**config.mk**
```make
export PLATFORM = sky130hd
export DESIGN_NAME = skywave_rst_seq
export DESIGN_NICKNAME = d
export VERILOG_FILES = /design/src/rtl/skywave_pkg.sv /design/src/rtl/skywave_sync2.sv /design/src/rtl/skywave_rst_seq.sv
export SDC_FILE = /design/constraint.sdc
export NUM_CORES = 1
export LEC_CHECK = 0
export ABC_CLOCK_PERIOD_IN_PS = 2850
export BUFFER_PORTS_ARGS = -buffer_cell sky130_fd_sc_hd__buf_2
export CELL_PAD_IN_SITES_DETAIL_PLACEMENT = 2
export CELL_PAD_IN_SITES_GLOBAL_PLACEMENT = 2
export CORE_ASPECT_RATIO = 0.75
export CORE_UTILIZATION = 36
export CTS_CLUSTER_DIAMETER = 50
export CTS_CLUSTER_SIZE = 16
export DETAILED_ROUTE_END_ITERATION = 10
export PLACE_DENSITY_LB_ADDON = 0.2
export SYNTH_ARGS = -nofsm -noshare
export SYNTH_HDL_FRONTEND = slang
export SYNTH_HIERARCHICAL = 1
export SYNTH_SLANG_ARGS = --single-unit
```
**constraint.sdc**
```tcl
create_clock -name clk_i -period 2.85 [get_ports clk_i]
set_clock_uncertainty 0.1 [all_clocks]
set_input_delay 0.285 -clock clk_i [delete_from_list [all_inputs] [get_ports clk_i]]
set_output_delay 0.285 -clock clk_i [all_outputs]
set_load 0.01 [all_outputs]
```
**src/rtl/skywave_pkg.sv**
```systemverilog
// skywave_pkg: shared types and helpers for the Skywave-A reset sequencer.
//   rstseq_state_e : sequencer FSM states
//   max4()         : largest of four ints, used to size the shared counter
package skywave_pkg;

  typedef enum logic [2:0] {
    PLLRST    = 3'd0,
    WAIT_LOCK = 3'd1,
    STABLE    = 3'd2,
    RELEASE   = 3'd3,
    RUN       = 3'd4,
    SWHOLD    = 3'd5
  } rstseq_state_e;

  function automatic int max4(input int a, input int b, input int c, input int d);
    int m;
    m = a;
    if (b > m) m = b;
    if (c > m) m = c;
    if (d > m) m = d;
    return m;
  endfunction

endpackage

```
**src/rtl/skywave_sync2.sv**
```systemverilog
// skywave_sync2: generic two-flop synchronizer, async active-high reset to 0.
//   clk  : destination clock
//   rst  : asynchronous active-high reset
//   din  : asynchronous input bits
//   dout : synchronized output bits (two cycles of latency)
module skywave_sync2 #(
  parameter int WIDTH = 1
) (
  input  logic             clk,
  input  logic             rst,
  input  logic [WIDTH-1:0] din,
  output logic [WIDTH-1:0] dout
);

  logic [WIDTH-1:0] meta_p0;
  logic [WIDTH-1:0] sync_p1;

  always_ff @(posedge clk or posedge rst) begin
    if (rst) begin
      meta_p0 <= '0;
      sync_p1 <= '0;
    end else begin
      // stage p0: capture, may go metastable
      meta_p0 <= din;
      // stage p1: resolved copy
      sync_p1 <= meta_p0;
    end
  end

  assign dout = sync_p1;

endmodule

```
**src/rtl/skywave_rst_seq.sv**
```systemverilog
// skywave_rst_seq: clock/reset sequencer for the Skywave-A SoC.
// Holds the PLL in reset after power-on, qualifies PLL lock over a stable
// window, then releases NSTAGES reset domains in ascending order. Lock loss
// or a software request re-asserts every domain reset at once.
//   clk_i        : system clock
//   reset_i      : asynchronous active-high reset
//   pll_locked_i : PLL lock, asynchronous to clk_i
//   sw_rst_req_i : single-cycle software reset request
//   pll_rst_o    : PLL reset, active-high
//   stage_rst_o  : per-domain resets, active-high, bit 0 released first
//   ready_o      : high only when every domain is released
//   wdt_trip_o   : one-cycle pulse on lock-watchdog timeout
// Optional feature macro: SKYWAVE_RSTSEQ_WDT_EN enables the lock watchdog;
// without it wdt_trip_o is tied low and WAIT_LOCK waits indefinitely.
module skywave_rst_seq
  import skywave_pkg::*;
#(
  parameter int NSTAGES        = 4,
  parameter int PLL_RST_CYCLES = 4,
  parameter int LOCK_CYCLES    = 256,
  parameter int STAGE_GAP      = 16,
  parameter int SWRST_HOLD     = 8,
  parameter int WDT_CYCLES     = 65536
) (
  input  logic               clk_i,
  input  logic               reset_i,
  input  logic               pll_locked_i,
  input  logic               sw_rst_req_i,
  output logic               pll_rst_o,
  output logic [NSTAGES-1:0] stage_rst_o,
  output logic               ready_o,
  output logic               wdt_trip_o
);

  // One counter serves every timed state; it is cleared on each state entry.
  localparam int CNT_MAX = max4(PLL_RST_CYCLES, LOCK_CYCLES, STAGE_GAP, SWRST_HOLD);
  localparam int CNT_W   = $clog2(CNT_MAX + 1);

  rstseq_state_e      state, state_n;
  logic [CNT_W-1:0]   cnt, cnt_n;
  logic [NSTAGES-1:0] stage_rst, stage_n;
  logic               pll_rst, pll_n;
  logic               ready, ready_n;
  logic               trip, trip_n;
  logic               lock_s;
  logic               wdt_hit;

  skywave_sync2 #(.WIDTH(1)) u_lock_sync (
    .clk  (clk_i),
    .rst  (reset_i),
    .din  (pll_locked_i),
    .dout (lock_s)
  );

`ifdef SKYWAVE_RSTSEQ_WDT_EN
  localparam int WDT_W = $clog2(WDT_CYCLES + 1);
  logic [WDT_W-1:0] wdt_cnt, wdt_cnt_n;
  logic             in_lock_wait, next_lock_wait;

  assign in_lock_wait   = (state == WAIT_LOCK) || (state == STABLE);
  assign next_lock_wait = (state_n == WAIT_LOCK) || (state_n == STABLE);
  assign wdt_hit        = in_lock_wait && (wdt_cnt == WDT_W'(WDT_CYCLES - 1));
  // Keeps counting across WAIT_LOCK <-> STABLE bounces; any other entry clears it.
  assign wdt_cnt_n      = (in_lock_wait && next_lock_wait) ? wdt_cnt + 1'b1 : '0;

  always_ff @(posedge clk_i or posedge reset_i) begin
    if (reset_i) wdt_cnt <= '0;
    else         wdt_cnt <= wdt_cnt_n;
  end
`else
  logic unused_wdt;
  assign wdt_hit    = 1'b0;
  assign unused_wdt = ^WDT_CYCLES;
`endif

  always_comb begin
    state_n = state;
    cnt_n   = cnt;
    stage_n = stage_rst;
    pll_n   = 1'b0;
    trip_n  = 1'b0;
    case (state)
      PLLRST: begin
        pll_n   = 1'b1;
        stage_n = '1;
        if (cnt == CNT_W'(PLL_RST_CYCLES - 1)) begin
          state_n = WAIT_LOCK;
          cnt_n   = '0;
          pll_n   = 1'b0;
        end else begin
          cnt_n = cnt + 1'b1;
        end
      end
      WAIT_LOCK: begin
        if (lock_s) begin
          state_n = STABLE;
          cnt_n   = CNT_W'(1);
        end
      end
      STABLE: begin
        if (!lock_s) begin
          state_n = WAIT_LOCK;
          cnt_n   = '0;
        end else if (cnt == CNT_W'(LOCK_CYCLES)) begin
          // Release shifts a zero in from bit 0; all-zero means every domain is out.
          stage_n = stage_rst << 1;
          state_n = (stage_n == '0) ? RUN : RELEASE;
          cnt_n   = '0;
        end else begin
          cnt_n = cnt + 1'b1;
        end
      end
      RELEASE: begin
        if (!lock_s) begin
          stage_n = '1;
          state_n = WAIT_LOCK;
          cnt_n   = '0;
        end else if (cnt == CNT_W'(STAGE_GAP - 1)) begin
          stage_n = stage_rst << 1;
          state_n = (stage_n == '0) ? RUN : RELEASE;
          cnt_n   = '0;
        end else begin
          cnt_n = cnt + 1'b1;
        end
      end
      RUN: begin
        if (!lock_s) begin
          stage_n = '1;
          state_n = WAIT_LOCK;
          cnt_n   = '0;
        end
      end
      SWHOLD: begin
        stage_n = '1;
        if (cnt == CNT_W'(SWRST_HOLD - 1)) begin
          state_n = WAIT_LOCK;
          cnt_n   = '0;
        end else begin
          cnt_n = cnt + 1'b1;
        end
      end
      default: begin
        state_n = PLLRST;
        cnt_n   = '0;
        stage_n = '1;
        pll_n   = 1'b1;
      end
    endcase

    // Overrides applied lowest priority first so the software request wins.
    if (wdt_hit) begin
      state_n = PLLRST;
      cnt_n   = '0;
      stage_n = '1;
      pll_n   = 1'b1;
      trip_n  = 1'b1;
    end
    if (sw_rst_req_i && (state != PLLRST)) begin
      state_n = SWHOLD;
      cnt_n   = '0;
      stage_n = '1;
      pll_n   = 1'b0;
      trip_n  = 1'b0;
    end

    ready_n = (state_n == RUN);
  end

  always_ff @(posedge clk_i or posedge reset_i) begin
    if (reset_i) begin
      state     <= PLLRST;
      cnt       <= '0;
      stage_rst <= '1;
      pll_rst   <= 1'b1;
      ready     <= 1'b0;
      trip      <= 1'b0;
    end else begin
      state     <= state_n;
      cnt       <= cnt_n;
      stage_rst <= stage_n;
      pll_rst   <= pll_n;
      ready     <= ready_n;
      trip      <= trip_n;
    end
  end

  assign pll_rst_o   = pll_rst;
  assign stage_rst_o = stage_rst;
  assign ready_o     = ready;
  assign wdt_trip_o  = trip;

endmodule

```
Yosys cells after proc, flatten, opt, wreduce, memory -nomap -nowiden. Cells that the tools add are included.

Bits in registers: 20. Latch bits: 0. Memory bits (writable): 0. Bits in read-only memories: 0. Output and inout port bits: 7. Memories: 0.

Add/sub/neg operators: 1. Multiply operators: 0. Divide/modulo/power cells: 0. $lt $le $gt $ge: 0. Equal/unequal tests: 16. Shift operators: 0. Muxes and demuxes: 31. Bitwise gates (word level): 0. Reductions and logical operators: 7.

Operators by type and width (number): 2-to-1 mux 9 bit (9); case mux 9 bit (6 select lines) (1); 2-to-1 mux 3 bit (10); 2-to-1 mux 4 bit (6); case mux 3 bit (6 select lines) (1); case mux 4 bit (4 select lines) (1); adder 9 x 1 -> 9 bit, second input constant (1); == test 3 bit, second input constant (3); == test 9 x 2 -> 1 bit, second input constant (1); == test 9 x 3 -> 1 bit, second input constant (1); == test 9 x 4 -> 1 bit, second input constant (1); == test 9 bit, second input constant (1); == test 3 x 2 -> 1 bit, second input constant (2); inequality test 3 x 2 -> 1 bit, second input constant (2); inequality test 3 bit, second input constant (2); AND reduction 5 bit (1); OR reduction 5 bit (1); logical NOT 4 bit (1); inequality test 4 bit, second input constant (1); == test 3 x 1 -> 1 bit, second input constant (1); logical NOT 3 bit (1); nonzero test 3 bit (1); 2-to-1 mux 1 bit (2); inequality test 2 bit, second input constant (1); 3 further kinds (3).

Logic depth before layout (Yosys ltp).
Depth in word-level cells: 7. Gate-level depth with buffers: 7. Gate-level depth less buffers: 7.

Hierarchy. Netlist, hierarchy kept.

Modules (own cells, without submodules): skywave_rst_seq (instances 1, cells an instance 154, area each 1297.5 µm²); skywave_sync2 (instances 1, cells an instance 3, area each 53.8 µm²).

Least setup slack after synthesis. Ideal clock, no wire load.

Path type: register to register. Start point: reg cnt[7]. End point: reg stage_rst[0] (netlist: stage_rst_o[0]). Library setup time: 0.082 ns. Data arrival time: 2.188 ns. Required time: 2.668 ns. Slack: 0.480 ns. Stages on the path, launching flop included: 7. Path buffers: 1. Period minus slack after synthesis: 2.370 ns. Cell sequence: dfrtp_1 or4_1 buf_2 or3_4 o211a_1 nor3_4 mux2_4.

Cells in the longest elaborated chain, start to end: 3.

RTL lines: start, declared (line skywave_rst_seq.sv:40) `logic [CNT_W-1:0] cnt, cnt_n;`; start signal, assigned (line skywave_rst_seq.sv:179) `cnt <= cnt_n;`; == test 9 x 4 -> 1 bit or == test 9 bit (tied branches) (line skywave_rst_seq.sv:118, skywave_rst_seq.sv:104); inequality test 4 bit (no source line) or inequality test 3 bit (tied branches); AND reduction 5 bit (no source line) (*); end signal, assigned (line skywave_rst_seq.sv:180) `stage_rst <= stage_n;`; end, declared (line skywave_rst_seq.sv:41) `logic [NSTAGES-1:0] stage_rst, stage_n;`.

Mark *: on every way between the ends. The rest lies on a longest branch, timed or not. A chain may end at the register's enable or synchronous reset.

Worst setup path after layout.
Start point: reg cnt[4]. End point: reg stage_rst[0] (netlist: stage_rst_o[0]).

Same word-level chain as after synthesis.

==> impl_metrics.tcl <==
set metrics [dict create \
    p_comb_share_pct 11.5 \
    synth-xor-area-share_pct 0 \
    synth_top_area_share_pct 27.78 \
    hold_depth 1 \
    critPathLaunch "cnt[4]" \
    powerDensity_nw_per_um2 389.5 \
    fin_crit_sh_pct 89.31 \
    synth_area_leaders "dfrtp_1 (28%), dfstp_2 (9.7%), nand2_1 (5.0%), nor2_1 (3.9%), o211ai_1 (3.3%)" \
    slew_viol_final 0 \
    arrival_ns 2.63 \
    seq_area_frac_synth_pct 37.50 \
    slew_headroom_pct 47.29 \
    synthesis.nets 163 \
    clk_latency_ns 0.26 \
    cts_resized 0 \
    end_kind "flip-flop" \
    power_leakage_nw 0.6577 \
    syn-instance-count 157 \
    synth-seq-cells 20 \
    cts_hold_buf 1 \
    cts_tree "done" \
    initial_core_util_pct 39.47 \
    hold_class "input port to flip-flop" \
    p_int_mw 0.4394 \
    worst_slew_pin_slew_ns 0.7897 \
    syn-cell-area_sq_um 1351 \
    p_switching_mw 0.1536 \
    maxCapViolCount 0 \
    cts.reportedPaths.clkPinSlew_ns 0.08 \
    grt_max_degree 19 \
    drcViolationCount 0 \
    setup_viol 0 \
    synth_top_family_by_area "simple AND/OR/NAND/NOR gates" \
    grt_pass1_vias 1287 \
    synth_enable_flop_cells 0 \
    clock.fmax_ghz 0.3929 \
    r2r_slack_ns 0.30 \
    synth-simple-area-share_pct 26.76 \
    cts_buffers 3 \
    clock_path_buffers 2 \
    register_area_sq_um 506.7 \
    dr.pass1.iters 4 \
    rsz0062_at_grt "no" \
    vias 1270 \
    wirelength_um 4179 \
    chipHeight_um 55.06 \
    placementRows 18 \
    io_buffer_count 9 \
    fin_crit_ns 2.545 \
    ys.flop_type "dfrtp_1" \
    synth-compound-area-share_pct 23.89 \
    track_usage_pct 23.66 \
    wl_per_cell_um 19.35 \
    p_total_mw 0.5930 \
    antenna-diode-count 0 \
    io_pins 11 \
    place.gp.congestion 0.8311 \
    crit_path_end "stage_rst_o[0]" \
    final_core_util_pct 44.48 \
    hold_violations 0 \
    crit_path_start_kind "flip-flop" \
    worst_ep_required_time_ns 2.94 \
    synthArstFlopShare_pct 100.0 \
    die-area_sq_um 4005 \
    coreArea_sq_um 3423 \
    postRouteAntennaNets 0 \
    synth_mux_area_share_pct 4.074 \
    p_sw_share_pct 25.90 \
    yosysTopAreaCell "dfrtp_1" \
    seqPwrFrac_pct 51.6 \
    synth_warnings 6 \
    avgSynthCellArea_sq_um 8.607 \
    setup-tns-final_ns 0 \
    nNetsFinal 173 \
    vias_per_cell 5.880 \
    hpwlAfterDp_um 3063 \
    worstPathMaxFanout 7 \
    layout-drive-gt1-share_pct 19.28 \
    n_fill_cell 399 \
    ys_types 49 \
    multi_input_area_sq_um 768.2 \
    antenna_found_initial 0 \
    cts.sinks 20 \
    clkPwrFrac_pct 36.9 \
    rr_endpoint "stage_rst_o[0]" \
    r2r_cells 5 \
    r2r-start "cnt[4]" \
    grt_overflow 0 \
    drtIter0Drc 91 \
    grt_pass1_wl_um 6837 \
    cts_setup_buffers 0 \
    status "finished, final reports clean" \
    vdd_drop_max_v 0.0001615 \
    path_class "flip-flop to flip-flop" \
    die_x_um 72.75 \
    area_delta_synth_final_pct 12.69 \
    synthAdderAreaFrac_pct 1.852 \
    root_buffer "clkbuf_8" \
    h-tree-depth 1 \
]
## registers in the layout, indices dropped and copies added (netlist names)
name,count
cnt,9
u_lock_sync/meta_p0,1
ready_o,1
u_lock_sync/dout,1
pll_rst_o,1
stage_rst_o,4
state,3
## metrics by stage
stage          worst slack [ns]  area (sq um)  hold WS [ns]  cells
2_1_floorplan            0.4802          1351      -0.07382    157
3_3_place_gp             0.4183          1458       0.04149    211
3_5_place_dp             0.3503          1458       0.04791    211
4_1_cts                  0.3197          1523       0.02261    216
5_1_grt                  0.1562          1523       0.01712    216
6_report                 0.3048          1523       0.02806    216
## cells in the mapped netlist (4+ instances only)
| cell type | n |
|---|---|
| nor4_1 | 4 |
| nor2_1 | 14 |
| mux2i_1 | 4 |
| clkbuf_1 | 9 |
| nand2_1 | 18 |
| o211ai_1 | 6 |
| o221ai_1 | 4 |
| inv_1 | 8 |
| nor3_1 | 4 |
| dfrtp_1 | 15 |
| o21ai_0 | 5 |
| nor2b_1 | 4 |
| a21oi_1 | 4 |
| nand4_1 | 4 |
| dfstp_2 | 5 |
## cell families (layout without fill, tap and decap cells)
kind of cell / Yosys count / count (layout)
AOI/OAI and AO/OA: 43 / 43
and+or+nand+nor: 67 / 67
DFF: 20 / 20
muxes: 5 / 5
other: 1 / 1
buffers and inverters: 19 / 28
adders and majority gates: 2 / 2
## cell usage in the layout, fill, tap and decap left out, types with 4 or more instances in the layout
cell / count
nor4_1: 4
nand2_1: 18
buf_2: 9
inv_1: 8
o221ai_1: 4
dfstp_2: 5
clkbuf_8: 4
nor2b_1: 4
nor2_1: 14
buf_4: 6
nor3_1: 4
nand4_1: 4
o211ai_1: 6
mux2i_1: 4
dfrtp_1: 15
o21ai_0: 5
a21oi_1: 4
## worst max-delay path: stages, from the launching register on
cell and delay [ns]:
dfrtp_1 0.46, or4_1 0.66, or3_4 0.43, o211a_1 0.24
nor3_4 0.25, mux2_4 0.33
## power groups by stage
| stage | Combinational [mW] | Sequential [mW] | Clock (mW) |
|---|---|---|---|
| finish | 0.0679 | 0.306 | 0.219 |
| global route | 0.0751 | 0.308 | 0.239 |
| CTS | 0.0676 | 0.306 | 0.229 |
| detailed placement | 0.0663 | 0.311 | 0 |
| global placement | 0.0616 | 0.310 | 0 |
| floorplan | 0.0503 | 0.303 | 0 |
## layout make-up
type / instances / share of cell area [%]
Clock buffer: 4 / 3.615
Inverter: 8 / 1.972
Multi-Input combinational cell: 118 / 50.45
Sequential cell: 20 / 33.28
Tap cell: 50 / 4.108
Timing Repair Buffer: 16 / 6.574
## how the worst min path moves through the flow
stage,from,to,slack [ns]
6_report,pll_locked_i,u_lock_sync/meta_p0,0.03
5_1_grt,pll_locked_i,u_lock_sync/meta_p0,0.02
4_1_cts,pll_locked_i,u_lock_sync/meta_p0,0.02
3_5_place_dp,reset_i,u_lock_sync/meta_p0,0.05
3_3_place_gp,reset_i,u_lock_sync/meta_p0,0.04
2_1_floorplan,reset_i,u_lock_sync/dout,-0.07
## per-layer routing
layer	share of wire (%)	routed length, um	track usage, %
met1	48	1992	32.08
met2	48	2024	39.10
met3	2.8	119	4.529
met4	1.0	43	6.536
met5	0	0	0
Note: power is estimated with default switching activity, not from simulation.
